### src/rtl/hypot_seq_ctrl.sv
`default_nettype none
// ============================================================================
// Module   : hypot_seq_ctrl
// Purpose  : Sequential floor(sqrt(x^2 + y^2)) using one shared shift-add
//            multiplier; optional fast root selected by HYPOT_FAST_ROOT_EN.
// Revision : 1.0 - initial release
// ============================================================================
module hypot_seq_ctrl #(
  parameter int W = 8
) (
  input  logic         clk,
  input  logic         rst_n,
  input  logic         start,
  input  logic [W-1:0] x,
  input  logic [W-1:0] y,
  output logic         busy,
  output logic         done,
  output logic [W:0]   result
);

  localparam int c_cw = $clog2(W + 1);
  localparam int c_aw = 2 * W + 2;
  localparam int c_sw = 2 * W + 1;
  localparam logic [c_cw-1:0] c_step_last_sq = c_cw'(W - 1);
  localparam logic [c_cw-1:0] c_bit_top      = c_cw'(W);

  typedef enum logic [2:0] {
    S_IDLE = 3'd0,
    S_SQX  = 3'd1,
    S_SQY  = 3'd2,
    S_ROOT = 3'd3,
    S_FIN  = 3'd4
  } state_t;

  state_t r_state, w_state_nxt;

  logic [W-1:0]    r_x, r_y;
  logic [c_aw-1:0] r_acc;
  logic [c_sw-1:0] r_sum;
  logic [c_cw-1:0] r_step, r_bit;
  logic [W:0]      r_root;
  logic [W:0]      r_result;
  logic            r_busy, r_done;

  logic [W:0]      w_opnd;
  logic [c_aw-1:0] w_pp, w_acc_nxt;
  logic [W:0]      w_root_nxt;
  logic            w_last_sq, w_root_last;

  assign w_last_sq = (r_step == c_step_last_sq);

`ifdef HYPOT_FAST_ROOT_EN
  // Digit-by-digit root: the accumulator doubles as the remainder.
  logic [c_aw-1:0] w_sum_pad, w_rem_sh, w_try;
  logic [c_cw:0]   w_pair_idx;
  logic            w_ge;

  assign w_sum_pad   = {1'b0, r_sum};
  assign w_pair_idx  = {r_bit, 1'b0};
  assign w_rem_sh    = {r_acc[c_aw-3:0], w_sum_pad[w_pair_idx +: 2]};
  assign w_try       = c_aw'({r_root, 2'b01});
  assign w_ge        = (w_rem_sh >= w_try);
  assign w_root_nxt  = {r_root[W-1:0], w_ge};
  assign w_root_last = (r_bit == '0);
`else
  localparam logic [W:0]      c_one           = 1;
  localparam logic [c_cw-1:0] c_step_last_trl = c_cw'(W);

  logic [W:0] w_trial;
  logic       w_fit;

  assign w_trial     = r_root | (c_one << r_bit);
  assign w_fit       = (w_acc_nxt <= {1'b0, r_sum});
  assign w_root_nxt  = w_fit ? w_trial : r_root;
  assign w_root_last = (r_step == c_step_last_trl) && (r_bit == '0);
`endif

  // Squaring only: multiplicand and multiplier are the same operand.
  always_comb begin
    w_opnd = '0;
    case (r_state)
      S_SQX:   w_opnd = {1'b0, r_x};
      S_SQY:   w_opnd = {1'b0, r_y};
`ifndef HYPOT_FAST_ROOT_EN
      S_ROOT:  w_opnd = w_trial;
`endif
      default: w_opnd = '0;
    endcase
    w_pp      = w_opnd[r_step] ? (c_aw'(w_opnd) << r_step) : '0;
    w_acc_nxt = r_acc + w_pp;
  end

  always_comb begin
    w_state_nxt = r_state;
    case (r_state)
      S_IDLE:  if (start) w_state_nxt = S_SQX;
      S_SQX:   if (w_last_sq) w_state_nxt = S_SQY;
      S_SQY:   if (w_last_sq) w_state_nxt = S_ROOT;
      S_ROOT:  if (w_root_last) w_state_nxt = S_FIN;
      S_FIN:   w_state_nxt = S_IDLE;
      default: w_state_nxt = S_IDLE;
    endcase
  end

  always_ff @(posedge clk or negedge rst_n) begin
    if (!rst_n) r_state <= S_IDLE;
    else        r_state <= w_state_nxt;
  end

  always_ff @(posedge clk or negedge rst_n) begin
    if (!rst_n) begin
      r_x      <= '0;
      r_y      <= '0;
      r_acc    <= '0;
      r_sum    <= '0;
      r_step   <= '0;
      r_bit    <= '0;
      r_root   <= '0;
      r_result <= '0;
      r_busy   <= 1'b0;
      r_done   <= 1'b0;
    end else begin
      r_busy <= (w_state_nxt == S_SQX) || (w_state_nxt == S_SQY) ||
                (w_state_nxt == S_ROOT);
      r_done <= (w_state_nxt == S_FIN);
      case (r_state)
        S_IDLE: begin
          if (start) begin
            r_x    <= x;
            r_y    <= y;
            r_acc  <= '0;
            r_sum  <= '0;
            r_step <= '0;
            r_bit  <= c_bit_top;
            r_root <= '0;
          end
        end
        S_SQX, S_SQY: begin
          if (w_last_sq) begin
            r_step <= '0;
            r_acc  <= '0;
            if (r_state == S_SQX) r_sum <= c_sw'(w_acc_nxt);
            else                  r_sum <= r_sum + c_sw'(w_acc_nxt);
          end else begin
            r_step <= r_step + 1'b1;
            r_acc  <= w_acc_nxt;
          end
        end
        S_ROOT: begin
`ifdef HYPOT_FAST_ROOT_EN
          r_acc  <= w_ge ? (w_rem_sh - w_try) : w_rem_sh;
          r_root <= w_root_nxt;
          if (r_bit == '0) r_result <= w_root_nxt;
          else             r_bit    <= r_bit - 1'b1;
`else
          if (r_step == c_step_last_trl) begin
            r_step <= '0;
            r_acc  <= '0;
            r_root <= w_root_nxt;
            if (r_bit == '0) r_result <= w_root_nxt;
            else             r_bit    <= r_bit - 1'b1;
          end else begin
            r_step <= r_step + 1'b1;
            r_acc  <= w_acc_nxt;
          end
`endif
        end
        default: ;
      endcase
    end
  end

  assign busy   = r_busy;
  assign done   = r_done;
  assign result = r_result;

endmodule
`default_nettype wire

### config.mk
export PLATFORM = sky130hd
export DESIGN_NAME = hypot_seq_ctrl
export DESIGN_NICKNAME = d
export VERILOG_FILES = /design/src/rtl/hypot_seq_ctrl.sv
export SDC_FILE = /design/constraint.sdc
export NUM_CORES = 1
export LEC_CHECK = 0
export BUFFER_PORTS_ARGS = -buffer_cell sky130_fd_sc_hd__buf_2
export CORE_MARGIN = 2
export CORE_UTILIZATION = 25
export CTS_CLUSTER_SIZE = 14
export DETAILED_ROUTE_END_ITERATION = 8
export GPL_ROUTABILITY_DRIVEN = 0
export MAX_ROUTING_LAYER = met4
export PLACE_DENSITY = 0.4
export SLEW_MARGIN = 10
export SYNTH_ARGS = -nofsm -noshare
export SYNTH_HDL_FRONTEND = slang
export SYNTH_SLANG_ARGS = --single-unit
### constraint.sdc
create_clock -name clk -period 5.5 [get_ports clk]
set_input_delay 1.65 -clock clk [delete_from_list [all_inputs] [get_ports clk]]
set_output_delay 1.65 -clock clk [all_outputs]
set_load 0.005 [all_outputs]
==> flow_summary_export.csv, run 1 <==
group,metric,value,unit
floorplan,initial_core_util,25.3,%
synthesis,synth_compound_area_share,24.8,%
critical_path,crit_type,"flip-flop to flip-flop",
synthesis,yosys.area_share.adder,11.9,%
final_layout,area_growth,36.8,%
routing,ant_nets,0,
global_route,grt_pass1_vias,5974,
critical_path,end_kind,"flip-flop",
min_path,hold_start,"r_y[4]$_DFFE_PN0P_",
min_path,worst_hold_path_type,"flip-flop to flip-flop",
routing,drc,0,
critical_path,start_kind,"flip-flop",
final_layout,layout-drive-gt1-share,31.9,%
timing,rsz0062_at_grt,"true",
clock_tree,cts.clk_slew.worst_paths,0.07,ns
timing,fin_crit,5.42,ns
critical_path,slowest_stage,"dfrtp_2",
synthesis,syn_avg_cell_area,8.40,um2
clock_tree,clkSinkCount,82,
global_route,antenna_found_initial,0,
critical_path,cp.required,5.78,ns
floorplan,rows,58,
clock_tree,cts.path.max_buffers,2,
job,cap_violations,0,
critical_path,critPathMaxFanout,4,
floorplan,die_w,163,um
routing,dr.pass1.iters,4,
critical_path,path_buf_inv,5,
clock_tree,cts-htree-levels,3,
global_route,grt_util_all_layers,16.8,%
final_layout,num_antenna_cells,0,
routing,wl,20.6,mm
routing,vias,5856,
critical_path,critPathArrivalTime,5.70,ns
power,p_per_area,622,mW/mm2
place,portBuffers,29,
timing,worst_pin_slew,1.02,ns
critical_path,cp_slowest_stage_delay,0.42,ns
final_layout,fin_nets,970,
floorplan,num_io_pins,30,
final_layout,design_area,0.00862,mm2
routing,wl_per_cell,16.8,um
synthesis,synthDistinctLibCells,72,
place,dp_hpwl,15.7,mm
floorplan,dieArea,0.0265,mm2
synthesis,postSynth.asyncResetShare,100,%
global_route,grt_pass1_wl,33.5,mm
synthesis,synth_nets,828,
clock_tree,postCtsHoldBufs,0,
critical_path,r2r_start,"r_bit[1]$_DFFE_PN0P_",
global_route,grt_max_degree,34,
clock_tree,worst_skew_pair.late_latency,0.36,ns
timing,setup_viol,0,
synthesis,synth_cells,750,
critical_path,r2r_setup_slack,0.08,ns
run_status,outcome,"complete, no violations",
clock_tree,cts_tree,"yes",
timing,fmax,184,MHz
clock_tree,cts_buffers,9,
synthesis,synth-simple-area-share,19.7,%
timing,fin_crit_sh,98.6,%
synthesis,syn_area,0.00630,mm2
synthesis,synth_top_family_by_area,"compound AO/OA/AOI/OAI gates",
global_route,grt-ovfl-total,0,
power,peakVddDrop,0.000245,V
synthesis,synth_seq_area_share,32.6,%
timing,final-hold-violation-count,0,
timing,skew,0.00943,ns
critical_path,startpoint,"r_bit[1]$_DFFE_PN0P_",
synthesis,synth-edff-count,0,
floorplan,die_h,163,um
synthesis,synth-xor-area-share,3.61,%
final_layout,nFillCells,2661,
place,postPlaceCellArea,0.00763,mm2
floorplan,core_area,0.0250,mm2
critical_path,critPathTopFamily,"compound AO/OA/AOI/OAI gates",
clock_tree,clockRootBuffer,"clkbuf_16",
timing,slew_headroom,31.5,%
synthesis,ys_ff_latch,82,
synthesis,synth-main-ff-cell,"dfrtp_1",
synthesis,synthMuxAreaShare,1.67,%
synthesis,yosysWarnings,0,
timing,maxSlewViolCount,0,
power,p_leak,3.91,nW
power,power,5.36,mW
routing,drt-initial-drc-count,353,
routing,vias_per_cell,4.77,
[state kept, by name, summed over array words and instances (netlist names)]
register  count
r_acc        18
result        9
r_step        4
r_y           8
r_state       3
r_bit         4
done          1
r_sum        17
r_root        9
r_x           8
busy          1
[worst paths after layout]
kind | endpoint | depth (start not counted)
worst max-delay path | r_root[0]$_DFFE_PN0P_ | 27
worst min-delay path | r_y[4]$_DFFE_PN0P_ | 2
worst max register to register | r_root[0]$_DFFE_PN0P_ | 27
worst min register to register | r_y[4]$_DFFE_PN0P_ | 2
max in group asynchronous | r_acc[3]$_DFFE_PN0P_ | 2
min in group asynchronous | r_y[7]$_DFFE_PN0P_ | 1
[per-layer routing]
layer / wire length (um) / global-route usage, %
met1: 10900 / 24.6
met2: 8800 / 24.2
met3: 642 / 2.47
met4: 325 / 4.34
met5: 0 / -
[cell type report]
type,count,area [um2],share of cell area [%]
Multi-Input combinational cell,579,4450,51.6
Sequential cell,82,2050,23.8
Inverter,52,198,2.29
Timing Repair Buffer,168,1220,14.1
Clock buffer,9,225,2.61
Tap cell,330,413,4.79
Clock inverter,7,61.3,0.711
[cells in the final DEF, fill, tap and decap left out, drive strengths merged, types with 14 or more instances in the layout]
cell | Yosys | final
dfrtp | 82 | 82
nand2 | 90 | 90
nor3 | 16 | 16
inv | 51 | 55
o32ai | 14 | 14
xnor2 | 21 | 21
a22o | 17 | 17
buf | 13 | 168
a21oi | 53 | 53
nor2 | 78 | 78
ha | 57 | 57
nor2b | 15 | 15
o21ai | 38 | 38
[synthesized netlist by cell type, types with 4 or more instances]
cell,number,area share [%]
xor2_1,5,0.69
a31oi_1,10,0.99
a22oi_1,6,0.71
clkbuf_1,24,1.4
o21ai_0,34,2.7
a211oi_1,4,0.48
o32ai_2,4,1.0
nor2_1,78,4.6
o32ai_1,10,1.4
mux2_2,4,0.71
o211ai_1,5,0.60
o21a_1,11,1.3
a21o_1,9,1.1
a21oi_1,51,4.0
o31ai_1,5,0.60
nor2b_1,15,1.5
xnor2_1,21,2.9
nand2_1,90,5.4
o22ai_1,9,0.89
mux2i_1,6,0.95
nor3_1,15,1.2
inv_1,49,2.9
a221oi_1,5,0.69
nand2b_1,11,1.1
nand3_1,10,0.79
nand3b_1,6,0.71
or2_2,6,0.60
o21bai_1,6,0.71
buf_2,9,0.71
a22o_1,17,2.4
ha_1,57,11
nand4_1,8,0.79
dfrtp_1,82,33
[where the power goes]
group	internal [mW]	total, mW	switching [mW]
registers	0.783	0.922	0.140
clock network	0.316	0.618	0.302
logic	1.76	3.82	2.06
[logic make-up (layout without fill, tap and decap cells)]
group | Yosys count | after routing
mux | 10 | 10
fa+ha+maj | 59 | 59
buf+inv | 89 | 236
flops | 82 | 82
simple gates | 263 | 263
compound gates | 221 | 221
xor+xnor | 26 | 26
[repair_timing]
item                                    in CTS  in global routing
pin swaps                                   45                 37
buffers inserted                            13                  4
endpoints found under the setup margin      17                 23
gates resized for setup                     62                 51
[worst min-delay path, delay by kind of cell, from the launching register on]
family           cells  cell delay [ns]
flip-flops           1             0.34
AND/OR/NAND/NOR      2             0.10
[stage by stage]
| stage | util, % | setup WS [ns] | hold slack [ns] | setup TNS (ns) | std cells |
|---|---|---|---|---|---|
| after global routing | 34.5 | -0.230 | 0.510 | -3.19 | 1227 |
| after CTS | 33.1 | 0.0116 | 0.482 | 0 | 1223 |
| after global placement | 30.6 | -0.243 | 0.462 | -2.51 | 1196 |
| final | 34.5 | 0.0772 | 0.480 | 0 | 1227 |
| after floorplan | - | 0.181 | 0.440 | 0 | 750 |
| after detailed placement | 30.6 | -0.315 | 0.464 | -3.47 | 1196 |
Note: power is estimated with default switching activity, not from simulation.
==> inputs of run 2 (changes only) <==
REMOVE_ABC_BUFFERS = 1   (was default)
==> run 2 against run 1 <==
  * The run now ends with setup timing left
  * Sequential power about the same
  * Design area rose by 0.91%
  * Global-route usage shrank 0.25 points
  * Clock skew rose by 0.0024 ns
  * Final cell count is 1.1% higher
  * Combinational power grew 4%
  * First-iteration DRC count shrank 23%
  * Via count rose by 1.8%
  * Die area stayed put
  * Total power up 4.0%
  * Non-clock buffer count grew 13
  * Critical path type unchanged
  * Largest power group unchanged
==> flow_summary_export.csv, run 2 (same netlist as run 1, synthesis figures left out) <==
group,metric,value,unit
global_route,grt_util_all_layers,16.6,%
critical_path,rr_worst_depth,26,
critical_path,end_kind,"flip-flop",
final_layout,mostFrequentLayoutCells,"buf_4, nand2_1, dfrtp_1",
timing,skew,0.0118,ns
clock_tree,worst_skew_pair.late_latency,0.35,ns
final_layout,final_common_cell,"buf_4",
floorplan,rows,58,
floorplan,die_w,163,um
global_route,antenna_found_initial,0,
timing,final-hold-violation-count,0,
place,place_ws,-0.148,ns
routing,wl_per_cell,17.2,um
final_layout,largest_reg_flops,18,
final_layout,top_register,"r_acc",
timing,timing.setup.tns,-0.0123,ns
timing,maxSlewViolCount,0,
timing,setup_viol,1,
clock_tree,postCtsHoldBufs,0,
timing,rsz0062_at_grt,"true",
critical_path,cp.required,5.75,ns
clock_tree,cts.path.max_buffers,2,
global_route,grt_max_degree,56,
min_path,hold_depth,2,
power,p_leak,3.96,nW
critical_path,crit_type,"flip-flop to flip-flop",
timing,slew_headroom,33.6,%
run_status,violations,"setup timing",
clock_tree,cts_tree,"yes",
clock_tree,cts.clk_slew.worst_paths,0.07,ns
floorplan,num_io_pins,30,
critical_path,critPathMaxFanout,4,
global_route,grt-ovfl-total,0,
timing,fin_crit_sh,100,%
final_layout,fin_nets,983,
final_layout,design_area,0.00870,mm2
floorplan,dieArea,0.0265,mm2
final_layout,num_antenna_cells,0,
place,portBuffers,29,
global_route,grt_pass1_vias,5863,
critical_path,start_kind,"flip-flop",
clock_tree,cts-htree-levels,3,
routing,drc,0,
run_status,outcome,"complete, but fails checks",
global_route,grt_pass1_wl,33.1,mm
routing,drt-initial-drc-count,271,
floorplan,core_area,0.0250,mm2
clock_tree,clkSinkCount,82,
routing,dr.pass1.iters,5,
clock_tree,cts_buffers,9,
job,cap_violations,0,
timing,worst_pin_slew,0.992,ns
final_layout,layout-drive-gt1-share,33.1,%
critical_path,critPathArrivalTime,5.76,ns
place,dp_hpwl,15.8,mm
floorplan,die_h,163,um
routing,vias_per_cell,4.81,
power,p_sw,2.52,mW
routing,wl,21.3,mm
power,power_frac_clock,11.8,%
clock_tree,clockRootBuffer,"clkbuf_16",
final_layout,reg_top3,"r_acc x18, r_sum x17",
power,switching_share,45.2,%
min_path,worst_hold_path_type,"flip-flop to flip-flop",
timing,fmax,181,MHz
place,postPlaceCellArea,0.00770,mm2
timing,worst_slack,-0.0123,ns
floorplan,initial_core_util,25.3,%
power,power,5.58,mW
power,comb_power_share,71.6,%
timing,whs,0.477,ns
routing,vias,5964,
timing,fin_crit,5.51,ns
power,peakVddDrop,0.000209,V
power,seqPwrFrac,16.6,%
power,intPower,3.06,mW
final_layout,area_growth,38.0,%
power,p_per_area,641,mW/mm2
routing,ant_nets,0,
## run 2: worst paths after layout
kind                                       from                     to  slack [ns]
setup / recovery           r_bit[0]$_DFFE_PN0P_  r_root[0]$_DFFE_PN0P_       -0.01
hold reg to reg              r_y[5]$_DFFE_PN0P_     r_y[5]$_DFFE_PN0P_        0.48
hold / removal               r_y[5]$_DFFE_PN0P_     r_y[5]$_DFFE_PN0P_        0.48
setup reg to reg           r_bit[0]$_DFFE_PN0P_  r_root[0]$_DFFE_PN0P_       -0.01
min in group asynchronous                 rst_n   r_sum[7]$_DFFE_PN0P_        1.36
max in group asynchronous                 rst_n  r_step[0]$_DFFE_PN0P_        3.22
## run 2: stage by stage
stage | cells | util (%)
2_1_floorplan | 713 | -
3_3_place_gp | 1203 | 30.8
3_5_place_dp | 1203 | 30.8
4_1_cts | 1226 | 32.7
5_1_grt | 1240 | 34.8
6_report | 1240 | 34.8
## run 2: cell type report
class | count | area, um2
fillers | 2635 | 16300
repair buffers | 181 | 1340
inverters | 52 | 195
multi-input cells | 579 | 4380
flip-flops and latches | 82 | 2050
clock buffers | 10 | 239
clock inverters | 6 | 73.8
well taps | 330 | 413
## run 2: routing by layer
| layer | share of wire (%) | wire [um] | track usage, % | vias to the layer above |
|---|---|---|---|---|
| li1 | - | - | - | 2987 |
| met3 | 2.4 | 508 | 2.09 | 13 |
| met1 | 47 | 10100 | 21.9 | 2884 |
| met5 | 0 | 0 | - | - |
| met4 | 0.99 | 210 | 3.22 | 0 |
| met2 | 49 | 10500 | 27.5 | 80 |
## run 2: power by group through the flow
stage	sequential [mW]	combinational, mW	clock (mW)
2_1_floorplan	0.920	1.88	0
3_3_place_gp	0.928	3.47	0
6_report	0.925	3.99	0.660
5_1_grt	0.949	4.39	0.709
4_1_cts	0.918	3.60	0.687
3_5_place_dp	0.925	3.44	0
## run 2: repair_timing
item                                    CTS  global route
pin swaps                                11            50
endpoints found under the setup margin   17            21
resized for setup                        29            85
setup buffers                             8            14
## run 2: critical path, stage by stage (launching register included)
cell and delay, ns:
dfrtp_1 0.43, inv_2 0.12, ha_4 0.13, or3b_4 0.37, a31o_1 0.26, a211oi_2 0.24, a211oi_2 0.06, a21oi_2 0.19
nor2_1 0.09, a211oi_2 0.18, buf_4 0.15, and2_4 0.15, ha_4 0.21, o21a_1 0.10, o31a_1 0.13, buf_4 0.15
o21bai_2 0.21, a31oi_4 0.14, o21a_1 0.23, o211ai_1 0.22, ha_1 0.34, a2111oi_4 0.32, nand3_1 0.11, o21a_2 0.26
or2_4 0.27, buf_6 0.13, o32ai_2 0.22
==> inputs of run 3 (changes only) <==
ABC_AREA = 1   (was default)
==> run 3 against run 2 <==
  * The flow now finishes without violations
  * Via count fell by 0.49%
  * Total power decreased by 9.0%
  * Sequential share of layout area rose by 3.1 points
  * Count of clock-buffer cells in the layout is 1 higher
  * Setup slack better by 0.52 ns
  * Flip-flop and latch count unchanged
  * Maximum frequency grew 10%
  * Global-route usage is 0.64 points lower
  * Sequential power increased by 8%
  * Final cell count rose by 5.3%
  * Critical endpoint is now r_sum[16]$_DFFE_PN0P_
==> flow_summary_export.csv, run 3 <==
group,metric,value,unit
run_status,outcome,"complete, no violations",
routing,vias_per_cell,4.54,
final_layout,mostFrequentLayoutCells,"nand2_1, inv_1, dfrtp_1",
final_layout,top_register,"r_acc",
timing,fin_crit,4.99,ns
routing,dr.pass1.iters,5,
synthesis,syn_avg_cell_area,7.00,um2
clock_tree,cts.clk_slew.worst_paths,0.07,ns
synthesis,synthDistinctLibCells,47,
routing,wl_per_cell,15.3,um
final_layout,multi_input_area,0.00395,mm2
synthesis,syn_area,0.00640,mm2
final_layout,reg_top3,"r_acc x18, r_sum x17",
global_route,grt_pass1_wl,32.2,mm
critical_path,crit_type,"flip-flop to flip-flop",
floorplan,die_h,164,um
final_layout,layout-drive-gt1-share,16.4,%
final_layout,final_cells,1306,
place,portBuffers,29,
synthesis,netlist_top_cells_area,"dfrtp_1, nand2_1, ha_1, inv_1, o21ai_0",
synthesis,synth-main-ff-cell,"dfrtp_1",
timing,setup_viol,0,
critical_path,worstPathCellList,"inv_2, ha_1, nand2_1, o21ai_1, nand2_1, nor4_2, inv_1, nand3_2, buf_4, nand2_1, a21oi_1, ha_1, a21o_1, a21oi_1, nand3_1, xor2_1, ha_1, buf_4, nor4_1, a21oi_1, nand3_1, nand2_1, o21ai_0, o22ai_1",
synthesis,netlist_top_cells_count,"nand2_1, inv_1, dfrtp_1",
routing,ant_nets,0,
final_layout,fin_nets,1049,
global_route,grt_util_all_layers,16.0,%
clock_tree,postCtsHoldBufs,0,
timing,slew_headroom,21.3,%
timing,fmax,200,MHz
clock_tree,cts_buffers,9,
place,dp_hpwl,15.4,mm
critical_path,critPathMaxFanout,7,
critical_path,cp.required,5.71,ns
synthesis,synth_seq_area_share,32.1,%
synthesis,synth-simple-area-share,28.0,%
global_route,grt_pass1_vias,5842,
critical_path,slowest_stage,"nor4_1",
power,p_leak,3.94,nW
power,p_per_area,661,mW/mm2
timing,fin_crit_sh,90.8,%
synthesis,synth_cells,914,
floorplan,num_io_pins,30,
floorplan,dieArea,0.0269,mm2
critical_path,path_buf_inv,4,
routing,vias,5935,
critical_path,critPathArrivalTime,5.21,ns
clock_tree,clockRootBuffer,"clkbuf_16",
routing,drt-initial-drc-count,308,
global_route,antenna_found_initial,0,
critical_path,end_kind,"flip-flop",
synthesis,yosysWarnings,0,
clock_tree,cts-htree-levels,3,
synthesis,synthMuxAreaShare,0,%
final_layout,largest_reg_flops,18,
timing,skew,0.0145,ns
synthesis,postSynth.asyncResetShare,100,%
routing,wl,19.9,mm
critical_path,cp_common_cell,"nand2_1",
timing,maxSlewViolCount,0,
place,post-place-cells,1283,
clock_tree,clkSinkCount,82,
synthesis,synth-edff-count,0,
synthesis,synth_top_family_by_area,"simple AND/OR/NAND/NOR gates",
critical_path,critPathTopFamily,"simple AND/OR/NAND/NOR gates",
global_route,grt_max_degree,53,
clock_tree,worst_skew_pair.late_latency,0.35,ns
timing,worst_pin_slew,1.18,ns
final_layout,area_growth,20.0,%
timing,final-hold-violation-count,0,
final_layout,num_antenna_cells,0,
power,peakVddDrop,0.000195,V
synthesis,ys_ff_latch,82,
floorplan,rows,58,
critical_path,start_kind,"flip-flop",
synthesis,yosys.area_share.adder,11.8,%
synthesis,synth-xor-area-share,2.31,%
synthesis,yosysTopAreaCell,"dfrtp_1",
final_layout,regArea,0.00205,mm2
min_path,worst_hold_path_type,"flip-flop to flip-flop",
floorplan,core_area,0.0252,mm2
floorplan,initial_core_util,25.4,%
final_layout,final_common_cell,"nand2_1",
clock_tree,cts.path.max_buffers,2,
final_layout,nFillCells,2745,
job,cap_violations,0,
clock_tree,cts_tree,"yes",
critical_path,cp_slowest_stage_delay,0.55,ns
synthesis,synth_top_area_share,32.1,%
synthesis,synth_most_common_cell,"nand2_1",
power,power,5.08,mW
routing,drc,0,
floorplan,die_w,164,um
synthesis,synth_compound_area_share,16.3,%
global_route,grt-ovfl-total,0,
run 3: cell count changes after synthesis, moves of 11 or more:
| cell | delta |
|---|---|
| nand2_1 | +184 |
| nor2_1 | -30 |
| inv_2 | +11 |
| nor2b_1 | -15 |
| o21ai_0 | +29 |
| inv_1 | +67 |
| xnor2_1 | -16 |
| nand3_1 | +47 |
| nand2b_1 | -11 |
run 3: where the power goes:
| part | internal [mW] | switching [mW] |
|---|---|---|
| combinational | 1.27 | 2.12 |
| clock | 0.414 | 0.274 |
| sequential | 0.844 | 0.156 |
| total | 2.52 | 2.55 |
run 3: final timing paths:
path	slack, ns	from	endpoint	depth (start not counted)
min	0.47	r_x[6]$_DFFE_PN0P_	r_x[6]$_DFFE_PN0P_	2
min in group asynchronous	1.37	rst_n	r_sum[11]$_DFFE_PN0P_	1
max in group asynchronous	3.22	rst_n	done$_DFF_PN0_	2
min reg2reg	0.47	r_x[6]$_DFFE_PN0P_	r_x[6]$_DFFE_PN0P_	2
max reg2reg	0.51	r_bit[0]$_DFFE_PN0P_	r_sum[16]$_DFFE_PN0P_	24
max	0.51	r_bit[0]$_DFFE_PN0P_	r_sum[16]$_DFFE_PN0P_	24
run 3: cells by family after synthesis:
kind of cell | after synthesis
and+or+nand+nor | 423
AOI/OAI and AO/OA | 179
buffers and inverters | 155
DFF | 82
adders and majority gates | 59
xor gates and xnor gates | 16
run 3: layout make-up:
cell class | count | share of cell area (%)
timing repair buffer | 70 | 5.93
inverter | 130 | 6.35
tap | 330 | 5.38
sequential | 82 | 26.7
multi-input combinational | 678 | 51.4
clock inverter | 5 | 1.11
clock buffer | 11 | 3.16
run 3: what timing repair did:
action,in CTS,in global routing
gates resized for setup,1,47
setup endpoints to repair,15,26
buffers inserted,0,6
hold endpoints to repair,0,0
cloned,0,1
pin swaps,0,8
run 3: per-layer routing:
metal  routed length, um  up-vias  track usage, %
met2                9140       66            24.7
met4                 165        0            3.03
met5                   0        -               -
met1               10200     2764            22.4
met3                 403        7            2.12
li1                    -     3098               -
run 3: metrics by stage:
stage / hold slack, ns / TNS (ns) / setup slack (ns) / cell area, um2 / utilization [%]
6_report: 0.472 / 0 / 0.507 / 7680 / 30.5
5_1_grt: 0.500 / -0.00881 / -0.00881 / 7680 / 30.5
4_1_cts: 0.476 / 0 / 0.0172 / 7440 / 29.5
3_5_place_dp: 0.460 / -0.301 / -0.0454 / 7110 / 28.2
3_3_place_gp: 0.456 / 0 / 0.0371 / 7110 / 28.2
2_1_floorplan: 0.442 / 0 / 0.816 / 6280 / -
run 3: worst min-delay path, cell delays in order, from the launching register on:
cell and delay, ns:
dfrtp_1 0.34, nand2_1 0.05, nand2_1 0.04
